### src/rtl/vga_timing_pkg.sv
// 640x480@60 VGA timing constants shared by the sync generator and the renderer.
// Horizontal positions are sync-relative: visible pixels start at H_VIS_START.
package vga_timing_pkg;
  localparam int CLK_DIV  = 4;
  localparam int H_SYNC   = 96;
  localparam int H_BP     = 48;
  localparam int H_ACTIVE = 640;
  localparam int H_FP     = 16;
  localparam int V_SYNC   = 2;
  localparam int V_BP     = 33;
  localparam int V_ACTIVE = 480;
  localparam int V_FP     = 10;

  localparam int H_TOTAL     = H_SYNC + H_BP + H_ACTIVE + H_FP;
  localparam int V_TOTAL     = V_SYNC + V_BP + V_ACTIVE + V_FP;
  localparam int H_VIS_START = H_SYNC + H_BP;
  localparam int H_VIS_END   = H_VIS_START + H_ACTIVE;
  localparam int V_VIS_START = V_SYNC + V_BP;
  localparam int V_VIS_END   = V_VIS_START + V_ACTIVE;
endpackage

### src/rtl/pix_en_div.sv
// Pixel-enable divider: registered one-clock pulse every CLK_DIV clocks.
// First pulse appears CLK_DIV clocks after reset release; no backpressure.
module pix_en_div #(
  parameter int CLK_DIV = 4
) (
  input  logic clk,
  input  logic rst_n,
  output logic pix_en
);
  localparam int DW = (CLK_DIV > 1) ? $clog2(CLK_DIV) : 1;
  localparam logic [DW-1:0] DIV_LAST = DW'(CLK_DIV - 1);

  logic [DW-1:0] r_div;
  logic          r_pix_en;

  always_ff @(posedge clk) begin
    if (!rst_n) begin
      r_div    <= '0;
      r_pix_en <= 1'b0;
    end else begin
      r_pix_en <= (r_div == DIV_LAST);
      r_div    <= (r_div == DIV_LAST) ? '0 : r_div + DW'(1);
    end
  end

  assign pix_en = r_pix_en;
endmodule

### src/rtl/vga_sync_gen.sv
// VGA raster generator: counters, sync/bright decode and frame tick, all registered together.
// Decode uses next-state counters so syncs/bright have zero skew against hCount/vCount.
module vga_sync_gen
  import vga_timing_pkg::*;
#(
  parameter int P_CLK_DIV  = CLK_DIV,
  parameter int P_H_SYNC   = H_SYNC,
  parameter int P_H_BP     = H_BP,
  parameter int P_H_ACTIVE = H_ACTIVE,
  parameter int P_H_FP     = H_FP,
  parameter int P_V_SYNC   = V_SYNC,
  parameter int P_V_BP     = V_BP,
  parameter int P_V_ACTIVE = V_ACTIVE,
  parameter int P_V_FP     = V_FP
) (
  input  logic        clk,
  input  logic        rst_n,
  output logic        pix_en,
  output logic [9:0]  hCount,
  output logic [9:0]  vCount,
  output logic        hSync,
  output logic        vSync,
  output logic        bright,
  output logic        frame_tick,
  output logic [15:0] frame_count
);
  localparam int HT  = P_H_SYNC + P_H_BP + P_H_ACTIVE + P_H_FP;
  localparam int VT  = P_V_SYNC + P_V_BP + P_V_ACTIVE + P_V_FP;
  localparam logic [9:0] H_LAST = 10'(HT - 1);
  localparam logic [9:0] V_LAST = 10'(VT - 1);
  localparam logic [9:0] H_SYNC_END = 10'(P_H_SYNC);
  localparam logic [9:0] V_SYNC_END = 10'(P_V_SYNC);
  localparam logic [9:0] H_VS = 10'(P_H_SYNC + P_H_BP);
  localparam logic [9:0] H_VE = 10'(P_H_SYNC + P_H_BP + P_H_ACTIVE);
  localparam logic [9:0] V_VS = 10'(P_V_SYNC + P_V_BP);
  localparam logic [9:0] V_VE = 10'(P_V_SYNC + P_V_BP + P_V_ACTIVE);

  logic        w_pix_en;
  logic [9:0]  w_h_nxt;
  logic [9:0]  w_v_nxt;
  logic        w_tick;
  logic [9:0]  r_h;
  logic [9:0]  r_v;
  logic        r_hsync;
  logic        r_vsync;
  logic        r_bright;
  logic        r_tick;
  logic [15:0] r_fc;

  pix_en_div #(.CLK_DIV(P_CLK_DIV)) u_div (
    .clk    (clk),
    .rst_n  (rst_n),
    .pix_en (w_pix_en)
  );

  always_comb begin
    w_h_nxt = r_h;
    w_v_nxt = r_v;
    if (w_pix_en) begin
      if (r_h == H_LAST) begin
        w_h_nxt = '0;
        w_v_nxt = (r_v == V_LAST) ? '0 : r_v + 10'd1;
      end else begin
        w_h_nxt = r_h + 10'd1;
      end
    end
  end

  // Only the pixel step that lands on (0, V_VE) fires; holding there between enables does not.
  assign w_tick = w_pix_en && (w_h_nxt == '0) && (w_v_nxt == V_VE);

  always_ff @(posedge clk) begin
    if (!rst_n) begin
      r_h      <= '0;
      r_v      <= '0;
      r_hsync  <= 1'b0;
      r_vsync  <= 1'b0;
      r_bright <= 1'b0;
      r_tick   <= 1'b0;
      r_fc     <= '0;
    end else begin
      r_h      <= w_h_nxt;
      r_v      <= w_v_nxt;
      r_hsync  <= (w_h_nxt >= H_SYNC_END);
      r_vsync  <= (w_v_nxt >= V_SYNC_END);
      r_bright <= (w_h_nxt >= H_VS) && (w_h_nxt < H_VE) &&
                  (w_v_nxt >= V_VS) && (w_v_nxt < V_VE);
      r_tick   <= w_tick;
      if (w_tick) r_fc <= r_fc + 16'd1;
    end
  end

  assign pix_en      = w_pix_en;
  assign hCount      = r_h;
  assign vCount      = r_v;
  assign hSync       = r_hsync;
  assign vSync       = r_vsync;
  assign bright      = r_bright;
  assign frame_tick  = r_tick;
  assign frame_count = r_fc;
endmodule

### config.mk
export PLATFORM = sky130hd
export DESIGN_NAME = vga_sync_gen
export DESIGN_NICKNAME = d
export VERILOG_FILES = /design/src/rtl/vga_timing_pkg.sv /design/src/rtl/pix_en_div.sv /design/src/rtl/vga_sync_gen.sv
export SDC_FILE = /design/constraint.sdc
export NUM_CORES = 1
export LEC_CHECK = 0
export BUFFER_PORTS_ARGS = -buffer_cell sky130_fd_sc_hd__buf_4
export CORE_MARGIN = 10
export CORE_UTILIZATION = 45
export CTS_BUF_LIST = sky130_fd_sc_hd__clkbuf_4
export CTS_CLUSTER_SIZE = 12
export DETAILED_ROUTE_END_ITERATION = 8
export GPL_TIMING_DRIVEN = 0
export PLACE_DENSITY = 0.69
export SYNTH_ARGS = -nofsm -noshare
export SYNTH_HDL_FRONTEND = slang
export SYNTH_SLANG_ARGS = --single-unit
### constraint.sdc
create_clock -name clk -period 3.5 [get_ports clk]
set_clock_uncertainty 0.2 [all_clocks]
set_input_delay 0.175 -clock clk [delete_from_list [all_inputs] [get_ports clk]]
set_output_delay 0.175 -clock clk [all_outputs]
set_load 0.02 [all_outputs]
==> impl_metrics.json, run 1 <==
{
  "status": "completed",
  "worst_setup_path_start_kind": "flop",
  "async_flop_share_pct": 0,
  "synth_xor_xnor_area_share_pct": 3.17,
  "synth-simple-area-share_pct": 34.2,
  "cts.sinks": 43,
  "total_power_mw": 0.857,
  "drt_drc_violations_left": 0,
  "relSlewSlack_pct": 63.8,
  "fin_area_um2": 3060,
  "ys_warn_count": 0,
  "critPathLaunch": "hCount[7]$_SDFF_PN0_",
  "clkSlewWorstSetupHoldPaths_ns": 0.13,
  "ys_seq_area_share_pct": 34.6,
  "placed_cells": 421,
  "die-width_um": 94.3,
  "io_pins": 43,
  "clk_latency_ns": 0.35,
  "grt_pass1_wl_um": 11100,
  "globalRouteTotalUtil_pct": 15.2,
  "tns_ns": 0,
  "dieArea_um2": 8890,
  "place_hpwl_um": 4830,
  "end_kind": "flop",
  "grt_overflow_total": 0,
  "r2r_start": "hCount[7]$_SDFF_PN0_",
  "finalWorstSetupSlack_ns": 0.133,
  "syn_nets": 316,
  "placementRows": 26,
  "synthMuxAreaShare_pct": 2.01,
  "wl_per_cell_um": 15.9,
  "ff2ff_path_depth": 10,
  "setup_viol": 0,
  "synth_top_family_by_area": "simple AND/OR/NAND/NOR gates",
  "area_growth_pct": 23.0,
  "crit_fanout": 10,
  "dpl_cell_area_um2": 2890,
  "cts_htree_levels": 2,
  "layout_common_cells": "47 x buf_4, 41 x dfxtp_1, 24 x nand2_1",
  "r2r_setup_slack_ns": 0.13,
  "cap_violations": 0,
  "tightestPinTransition_ns": 0.544,
  "synth_cell_type_count": 53,
  "clk_path_buf_depth": 2,
  "grt_pass1_vias": 2281,
  "endpoint": "frame_count[11]$_SDFFE_PN0P_",
  "wl_um": 6870,
  "num_vias": 2499,
  "whs_ns": 0.249,
  "clock.fmax_ghz": 0.297,
  "start_util_pct": 47.4,
  "post-route-min-period_ns": 3.37,
  "layout_commonest_cell": "buf_4",
  "syn_area_per_cell_um2": 8.04,
  "critPathArrivalTime_ns": 3.46,
  "via_per_inst": 5.78,
  "finalHoldViolations": 0,
  "synth-edff-count": 0,
  "post-place-ws_ns": -0.468,
  "critPathKind": "flop to flop",
  "dr.pass1.iters": 4,
  "power_leakage_nw": 1.15,
  "die_h_um": 94.3,
  "slew_violations": 0,
  "diodes": 0,
  "grt_antenna_before_repair": 0,
  "final_util_pct": 58.4,
  "cts_root_buffer": "clkbuf_4",
  "rsz0062_at_grt": "yes",
  "ir_worst_vdd_uv": 160,
  "power_density_nw_per_um2": 280,
  "crit_required_ns": 3.59,
  "synth-compound-area-share_pct": 18.2,
  "synthAdderAreaFrac_pct": 2.52,
  "fin_cells": 432,
  "cts_buffers": 5,
  "hold_class": "flop to flop",
  "first_iter_violations": 226,
  "fin_crit_sh_pct": 96.2,
  "num-nets-final": 368,
  "timing.rr.end": "frame_count[11]$_SDFFE_PN0P_",
  "final_antenna_net_count": 0,
  "final_layout_size_suffix_gt1_share_pct": 21.5,
  "grt_start_max_net_pins": 13,
  "synth_area_um2": 2480,
  "ys_seq_elements": 43,
  "fp.coreArea_um2": 5240,
  "gp_congestion": 0.905,
  "io_buffers": 42,
  "netlist_instances": 309,
  "ys.flop_type": "dfxtp_1",
  "cts_tree": "done"
}
-- cells in the mapped netlist (all sizes together) (2+ instances only) --
library cell	number	area, um2
a21oi	17	85.1
a31oi	6	37.5
and2	8	50.1
and3	8	50.1
and3b	2	17.5
and4	2	17.5
buf	7	40.0
clkbuf	12	45.0
dfxtp	43	861
ha	5	62.6
inv	12	45.0
mux2i	5	50.1
nand2	24	90.1
nand2b	13	81.3
nand3	15	75.1
nand3b	4	30.0
nand4	5	37.5
nor2	23	86.3
nor3	10	50.1
nor3b	2	15.0
nor4	8	56.3
nor4b	2	32.5
o211ai	3	22.5
o21ai	12	60.1
o21bai	2	15.0
o22a	2	17.5
o22ai	2	12.5
o311ai	5	43.8
o31ai	5	37.5
o41ai	7	61.3
or2	3	18.8
or3	7	43.8
or4	7	52.6
or4b	2	20.0
xnor2	6	52.6
xor2	3	26.3
-- sequential cells by signal, summed over array words and instances (netlist names) --
register and flops:
bright 1, frame_count 16, frame_tick 1, hCount 10, hSync 1, u_div.pix_en 1
u_div.r_div 2, vCount 10, vSync 1
-- layout make-up --
type                       instances  area, um2
sequential                        43        863
multi-input combinational        235       1560
buffer                            17       90.1
tap                               70       87.6
fill                             500       2180
timing repair buffer              47        355
inverter                          12       45.0
clock buffer                       7       52.6
clock inverter                     1       5.00
-- critical path, stage by stage, from the launching register on --
cell and delay, ns:
dfxtp_1 0.33, clkbuf_4 0.18, nor4b_4 0.25, buf_4 0.18, nand4_4 0.15, or4_1 0.54, o211a_1 0.16, or4b_1 0.51
buf_4 0.18, or4_1 0.47, a21oi_1 0.16
-- worst min path at each step --
stage                                    from                           to  slack (ns)  cells after the start
finish              u_div.r_div[0]$_SDFF_PP0_    u_div.r_div[0]$_SDFF_PP0_        0.25                      1
global route        u_div.r_div[0]$_SDFF_PP0_    u_div.r_div[0]$_SDFF_PP0_        0.28                      1
CTS                 u_div.r_div[0]$_SDFF_PP0_    u_div.r_div[0]$_SDFF_PP0_        0.25                      1
detailed placement  u_div.r_div[0]$_SDFF_PP0_    u_div.r_div[0]$_SDFF_PP0_        0.23                      1
global placement    u_div.r_div[0]$_SDFF_PP0_    u_div.r_div[0]$_SDFF_PP0_        0.22                      1
floorplan                               rst_n  frame_count[4]$_SDFFE_PN0P_        0.12                      2
-- cell families after synthesis --
logic type / count (synthesis)
fa+ha+maj: 5
buf+inv: 31
compound gates: 68
simple gates: 148
flops: 43
xor+xnor: 9
mux: 5
-- metal layers --
metal	share of wire, %	vias up	track usage (%)
li1	-	1246	-
met1	46	1176	19.6
met2	46	73	23.7
met3	7.4	4	4.88
met4	0.68	0	3.67
met5	0	-	0
-- repair_timing --
action                                  4_1_cts  5_1_grt
gates resized for setup                       6       19
hold buffers                                  1        0
endpoints found under the setup margin       19       19
pin swaps                                     2        1
hold endpoints to repair                      2        0
buffers inserted                              1        3
-- power breakdown --
group	switching, mW	leakage (nW)	internal [mW]
sequential	0.00659	0.348	0.497
combinational	0.0670	0.767	0.0342
clock	0.158	0.0361	0.0941
total	0.232	1.15	0.626
(Power assumes the default switching activity.)
==> inputs of run 2 (changes only) <==
--- a/config.mk
+++ b/config.mk
@@ -7,12 +7,12 @@
 export LEC_CHECK = 0
 export BUFFER_PORTS_ARGS = -buffer_cell sky130_fd_sc_hd__buf_4
 export CORE_MARGIN = 10
-export CORE_UTILIZATION = 45
+export CORE_UTILIZATION = 40
 export CTS_BUF_LIST = sky130_fd_sc_hd__clkbuf_4
 export CTS_CLUSTER_SIZE = 12
 export DETAILED_ROUTE_END_ITERATION = 8
 export GPL_TIMING_DRIVEN = 0
-export PLACE_DENSITY = 0.69
+export PLACE_DENSITY = 0.63
 export SYNTH_ARGS = -nofsm -noshare
 export SYNTH_HDL_FRONTEND = slang
 export SYNTH_SLANG_ARGS = --single-unit
==> run 2 against run 1 <==
Net effect:
- largest cell class unchanged
- clock power is 3% lower
- utilization is 7.2 points lower
- critical endpoint unchanged
- flip-flop and latch count stayed put
- global-route usage is 1.2 points lower
- register-to-register slack worse by 0.02 ns
==> impl_metrics.json, run 2 (synthesized netlist as in run 1, its figures left out) <==
{
  "relSlewSlack_pct": 62.0,
  "die-width_um": 98.8,
  "io_buffers": 42,
  "hold_class": "flop to flop",
  "max_stage_delay_ns": 0.55,
  "post-route-min-period_ns": 3.39,
  "final_util_pct": 51.1,
  "dieArea_um2": 9760,
  "cts_buffers": 5,
  "cts_tree": "done",
  "placementRows": 28,
  "largest_register_ffs": 16,
  "crit_chain": "nor4b_4 -> buf_4 -> nand4_4 -> or4_1 -> o211a_1 -> or4b_1 -> buf_4 -> or4_1 -> a21oi_2",
  "cts_htree_levels": 2,
  "clkSlewWorstSetupHoldPaths_ns": 0.13,
  "fin_area_um2": 3060,
  "cts_root_buffer": "clkbuf_4",
  "power_density_nw_per_um2": 277,
  "fin_crit_sh_pct": 96.8,
  "power_leakage_nw": 1.14,
  "total_power_mw": 0.849,
  "die_h_um": 98.8,
  "final_antenna_net_count": 0,
  "ir_worst_vdd_uv": 171,
  "tightestPinTransition_ns": 0.570,
  "final_layout_size_suffix_gt1_share_pct": 21.7,
  "slew_violations": 0,
  "clock.fmax_ghz": 0.295,
  "crit_fanout": 9,
  "globalRouteTotalUtil_pct": 14.0,
  "gp_congestion": 0.850,
  "worst_setup_path_start_kind": "flop",
  "critPathKind": "flop to flop",
  "diodes": 0,
  "critPathSlowestCell": "or4_1",
  "drt_drc_violations_left": 0,
  "cts.sinks": 43,
  "finalWorstSetupSlack_ns": 0.110,
  "first_iter_violations": 162,
  "layout_common_cells": "48 x buf_4, 40 x dfxtp_1, 24 x nand2_1",
  "grt_overflow_total": 0,
  "dr.pass1.iters": 4,
  "area_growth_pct": 23.3,
  "post-place-ws_ns": -0.512,
  "grt_antenna_before_repair": 0,
  "grt_pass1_wl_um": 11600,
  "grt_pass1_vias": 2347,
  "via_per_inst": 5.74,
  "clk_path_buf_depth": 2,
  "crit_required_ns": 3.59,
  "status": "completed",
  "io_pins": 43,
  "critPathArrivalTime_ns": 3.48,
  "dpl_cell_area_um2": 2890,
  "fp.coreArea_um2": 5990,
  "wl_per_cell_um": 16.0,
  "layout_commonest_cell": "buf_4",
  "wl_um": 6980,
  "num-nets-final": 368,
  "place_hpwl_um": 4970,
  "finalHoldViolations": 0,
  "num_vias": 2499,
  "clk_latency_ns": 0.36,
  "start_util_pct": 41.5,
  "cap_violations": 0,
  "end_kind": "flop",
  "setup_viol": 0,
  "grt_start_max_net_pins": 12
}
==> run 2: area by class of cell <==
class | instances | area, um2
multi-input combinational | 235 | 1560
sequential | 43 | 865
buffer | 17 | 95.1
fill | 612 | 2930
tap | 75 | 93.8
timing repair buffer | 47 | 355
clock buffer | 6 | 45.0
inverter | 12 | 45.0
==> run 2: layer usage <==
layer  vias to the layer above  share of wire, %  GRT usage (%)
met5                         -                 0              0
met3                         6               5.2           4.40
met4                         0              0.97           4.30
met2                        51                47           21.8
met1                      1197                47           18.0
li1                       1245                 -              -
==> run 2: path summary, 6_finish.rpt <==
check,startpoint,endpoint,slack [ns],depth (start not counted)
worst min-delay path,u_div.r_div[0]$_SDFF_PP0_,u_div.r_div[0]$_SDFF_PP0_,0.24,1
worst max-delay path,hCount[8]$_SDFF_PN0_,frame_count[11]$_SDFFE_PN0P_,0.11,9
worst min register to register,u_div.r_div[0]$_SDFF_PP0_,u_div.r_div[0]$_SDFF_PP0_,0.24,1
worst max register to register,hCount[8]$_SDFF_PN0_,frame_count[11]$_SDFFE_PN0P_,0.11,9
==> run 2: stage by stage <==
step           instances  setup TNS, ns  hold WS [ns]
2_1_floorplan        309              0         0.125
3_3_place_gp         426          -7.63         0.215
3_5_place_dp         426          -8.00         0.228
4_1_cts              435              0         0.246
5_1_grt              435        -0.0496         0.285
6_report             435              0         0.239
==> run 2: worst max-delay path, delay by kind of cell (launching register included) <==
| family | cells | cell delay (ns) |
|---|---|---|
| buf+inv | 2 | 0.37 |
| simple gates | 5 | 1.94 |
| flops | 1 | 0.49 |
| compound gates | 2 | 0.31 |
==> run 2: power by group <==
part / switching [mW] / total [mW] / internal, mW / leakage (nW)
clock: 0.165 / 0.245 / 0.0797 / 0.0276
combinational: 0.0666 / 0.101 / 0.0340 / 0.768
sequential: 0.00626 / 0.504 / 0.497 / 0.349
==> run 2: repair_timing <==
item                       4_1_cts  5_1_grt
buffers inserted                 3        1
setup endpoints to repair       19       19
hold endpoints to repair         2        0
hold buffers                     1        0
resized for setup                7       21
pin swaps                        4        4
==> inputs of run 3 (changes only) <==
--- a/config.mk
+++ b/config.mk
@@ -5,6 +5,7 @@
 export SDC_FILE = /design/constraint.sdc
 export NUM_CORES = 1
 export LEC_CHECK = 0
+export ABC_AREA = 1
 export BUFFER_PORTS_ARGS = -buffer_cell sky130_fd_sc_hd__buf_4
 export CORE_MARGIN = 10
 export CORE_UTILIZATION = 40
==> run 3 against run 2 <==
Net effect:
- sequential power decreased by 2%
- synthesized cell count rose by 33%
- cell count increased by 24%
- critical path type unchanged
- highest routed layer unchanged
==> impl_metrics.json, run 3 <==
{
  "crit_required_ns": 3.56,
  "cts_buffers": 5,
  "power_leakage_nw": 1.49,
  "wl_per_cell_um": 12.4,
  "final_util_pct": 48.4,
  "placed_cells": 530,
  "grt_pass1_wl_um": 11400,
  "grt_overflow_total": 0,
  "post-place-ws_ns": 0.788,
  "dieArea_um2": 10100,
  "clk_latency_ns": 0.35,
  "multi_input_area_um2": 1470,
  "fin_cells": 539,
  "relSlewSlack_pct": 63.3,
  "status": "completed",
  "clkSlewWorstSetupHoldPaths_ns": 0.13,
  "cts_tree": "done",
  "synth_area_um2": 2590,
  "finalHoldViolations": 0,
  "async_flop_share_pct": 0,
  "cap_violations": 0,
  "holdPathStages": 1,
  "setup_viol": 0,
  "r2r_setup_slack_ns": 0.75,
  "max_stage_delay_ns": 0.43,
  "critPathSlowestCell": "dfxtp_1",
  "clk_path_buf_depth": 2,
  "power_density_nw_per_um2": 259,
  "dr.pass1.iters": 4,
  "end_kind": "flop",
  "die-width_um": 100,
  "finalWorstSetupSlack_ns": 0.752,
  "ir_worst_vdd_uv": 160,
  "grt_antenna_before_repair": 0,
  "synth_top_area_share_pct": 33.3,
  "layout_commonest_cell": "nand2_1",
  "drt_drc_violations_left": 0,
  "gp_congestion": 0.895,
  "critPathArrivalTime_ns": 2.81,
  "die_h_um": 100,
  "nFillCells": 680,
  "first_iter_violations": 132,
  "placementRows": 29,
  "seq_area_um2": 861,
  "synth_common_cells": "105 x nand2_1, 86 x nor2_1, 46 x nand3_1, 45 x inv_1, 43 x dfxtp_1",
  "wl_um": 6690,
  "ys.flop_type": "dfxtp_1",
  "io_pins": 43,
  "fin_crit_sh_pct": 78.5,
  "tightestPinTransition_ns": 0.550,
  "timing.rr.end": "frame_count[12]$_SDFFE_PN0P_",
  "via_per_inst": 4.86,
  "clock.fmax_ghz": 0.364,
  "globalRouteTotalUtil_pct": 13.4,
  "final_antenna_net_count": 0,
  "r2r_start": "hCount[0]$_SDFF_PN0_",
  "rsz0062_at_grt": "no",
  "ys_top_cells_by_area": "dfxtp_1 33%, nand2_1 15%, nor2_1 12%",
  "ys_seq_elements": 43,
  "endpoint": "frame_count[12]$_SDFFE_PN0P_",
  "diodes": 0,
  "grt_start_max_net_pins": 13,
  "dpl_cell_area_um2": 2990,
  "io_buffers": 41,
  "grt_pass1_vias": 2489,
  "worst_setup_path_start_kind": "flop",
  "synth_most_common_cell": "nand2_1",
  "slew_violations": 0,
  "hold_class": "flop to flop",
  "num_vias": 2621,
  "ctsResizeCount": 0,
  "final_layout_size_suffix_gt1_share_pct": 16.7,
  "crit_fanout": 10,
  "area_growth_pct": 18.2,
  "synth-edff-count": 0,
  "layout_common_cells": "105 x nand2_1, 86 x nor2_1, 46 x nand3_1",
  "syn_area_per_cell_um2": 6.28,
  "crit_chain": "ha_1 -> nand2_1 -> nor2_8 -> inv_2 -> nor2_4 -> nand4_1 -> nand2_1 -> nand3_1 -> nor2_2 -> nand2_2 -> nor2_8 -> buf_6 -> nand3_1 -> nand2_1 -> nor2_1",
  "netlist_instances": 412,
  "post-route-min-period_ns": 2.75,
  "tns_ns": 0,
  "largest_register_ffs": 16,
  "fp.coreArea_um2": 6310,
  "cp_common_cell": "nand2_1",
  "cts.sinks": 43,
  "syn_nets": 419,
  "num-nets-final": 468,
  "critPathLaunch": "hCount[0]$_SDFF_PN0_",
  "synth_cell_type_count": 29,
  "ys_seq_area_share_pct": 33.3,
  "place_hpwl_um": 5210,
  "cts_root_buffer": "clkbuf_4",
  "critPathKind": "flop to flop",
  "fin_area_um2": 3060,
  "cts_htree_levels": 2,
  "start_util_pct": 41.0,
  "ys_warn_count": 0,
  "ff2ff_path_depth": 15,
  "yosys.area.top_type": "dfxtp_1"
}
run 3: worst max-delay path: cells and delay by family (launching register included):
kind | cells | cell delay, ns
flip-flops | 1 | 0.43
adder cells (fa/ha/maj) | 1 | 0.21
buffers and inverters | 2 | 0.24
AND/OR/NAND/NOR | 12 | 1.57
run 3: what timing repair did:
| item | CTS | global route |
|---|---|---|
| endpoints found under the hold margin | 6 | 0 |
| setup buffers | 0 | 0 |
| hold buffers | 1 | 0 |
run 3: logic make-up (layout without fill, tap and decap cells):
family	count (synthesis)	after routing	synth area share [%]
simple gates	269	269	47.3
buf+inv	61	111	9.77
flops	43	43	33.3
compound gates	33	33	6.87
fa+ha+maj	5	5	2.42
xor+xnor	1	1	0.339
run 3: worst min-delay path by stage:
| stage | end | slack (ns) | from |
|---|---|---|---|
| floorplan | u_div.r_div[0]$_SDFF_PP0_ | 0.21 | u_div.r_div[0]$_SDFF_PP0_ |
| global placement | u_div.r_div[0]$_SDFF_PP0_ | 0.22 | u_div.r_div[0]$_SDFF_PP0_ |
| detailed placement | u_div.r_div[0]$_SDFF_PP0_ | 0.24 | u_div.r_div[0]$_SDFF_PP0_ |
| CTS | u_div.r_div[0]$_SDFF_PP0_ | 0.26 | u_div.r_div[0]$_SDFF_PP0_ |
| global route | u_div.r_div[0]$_SDFF_PP0_ | 0.29 | u_div.r_div[0]$_SDFF_PP0_ |
| finish | u_div.r_div[0]$_SDFF_PP0_ | 0.25 | u_div.r_div[0]$_SDFF_PP0_ |
run 3: cell type report:
type | count | area share, %
Tap cell | 77 | 3.15
Sequential cell | 43 | 28.2
Timing Repair Buffer | 42 | 10.4
Multi-Input combinational cell | 308 | 48.2
Clock inverter | 1 | 0.164
Buffer | 9 | 1.88
Clock buffer | 7 | 1.72
Inverter | 52 | 6.38
run 3: stage by stage:
stage                     power [mW]  hold WS, ns
after floorplan                0.534        0.208
after global placement         0.543        0.216
after detailed placement       0.544        0.238
after CTS                      0.800        0.259
after global routing           0.827        0.289
final                          0.790        0.248
run 3: routing by layer:
layer / GRT usage, % / vias to the layer above / routed length, um
met3: 4.12 / 4 / 355
met5: 0 / - / 0
met4: 3.37 / 0 / 43
met2: 22.9 / 48 / 3150
li1: - / 1404 / -
met1: 15.9 / 1165 / 3140
run 3: power by group:
group / internal, mW / leakage [nW] / switching [mW]
logic: 0.0127 / 1.11 / 0.0246
clock network: 0.0942 / 0.0361 / 0.163
registers: 0.494 / 0.347 / 0.00246
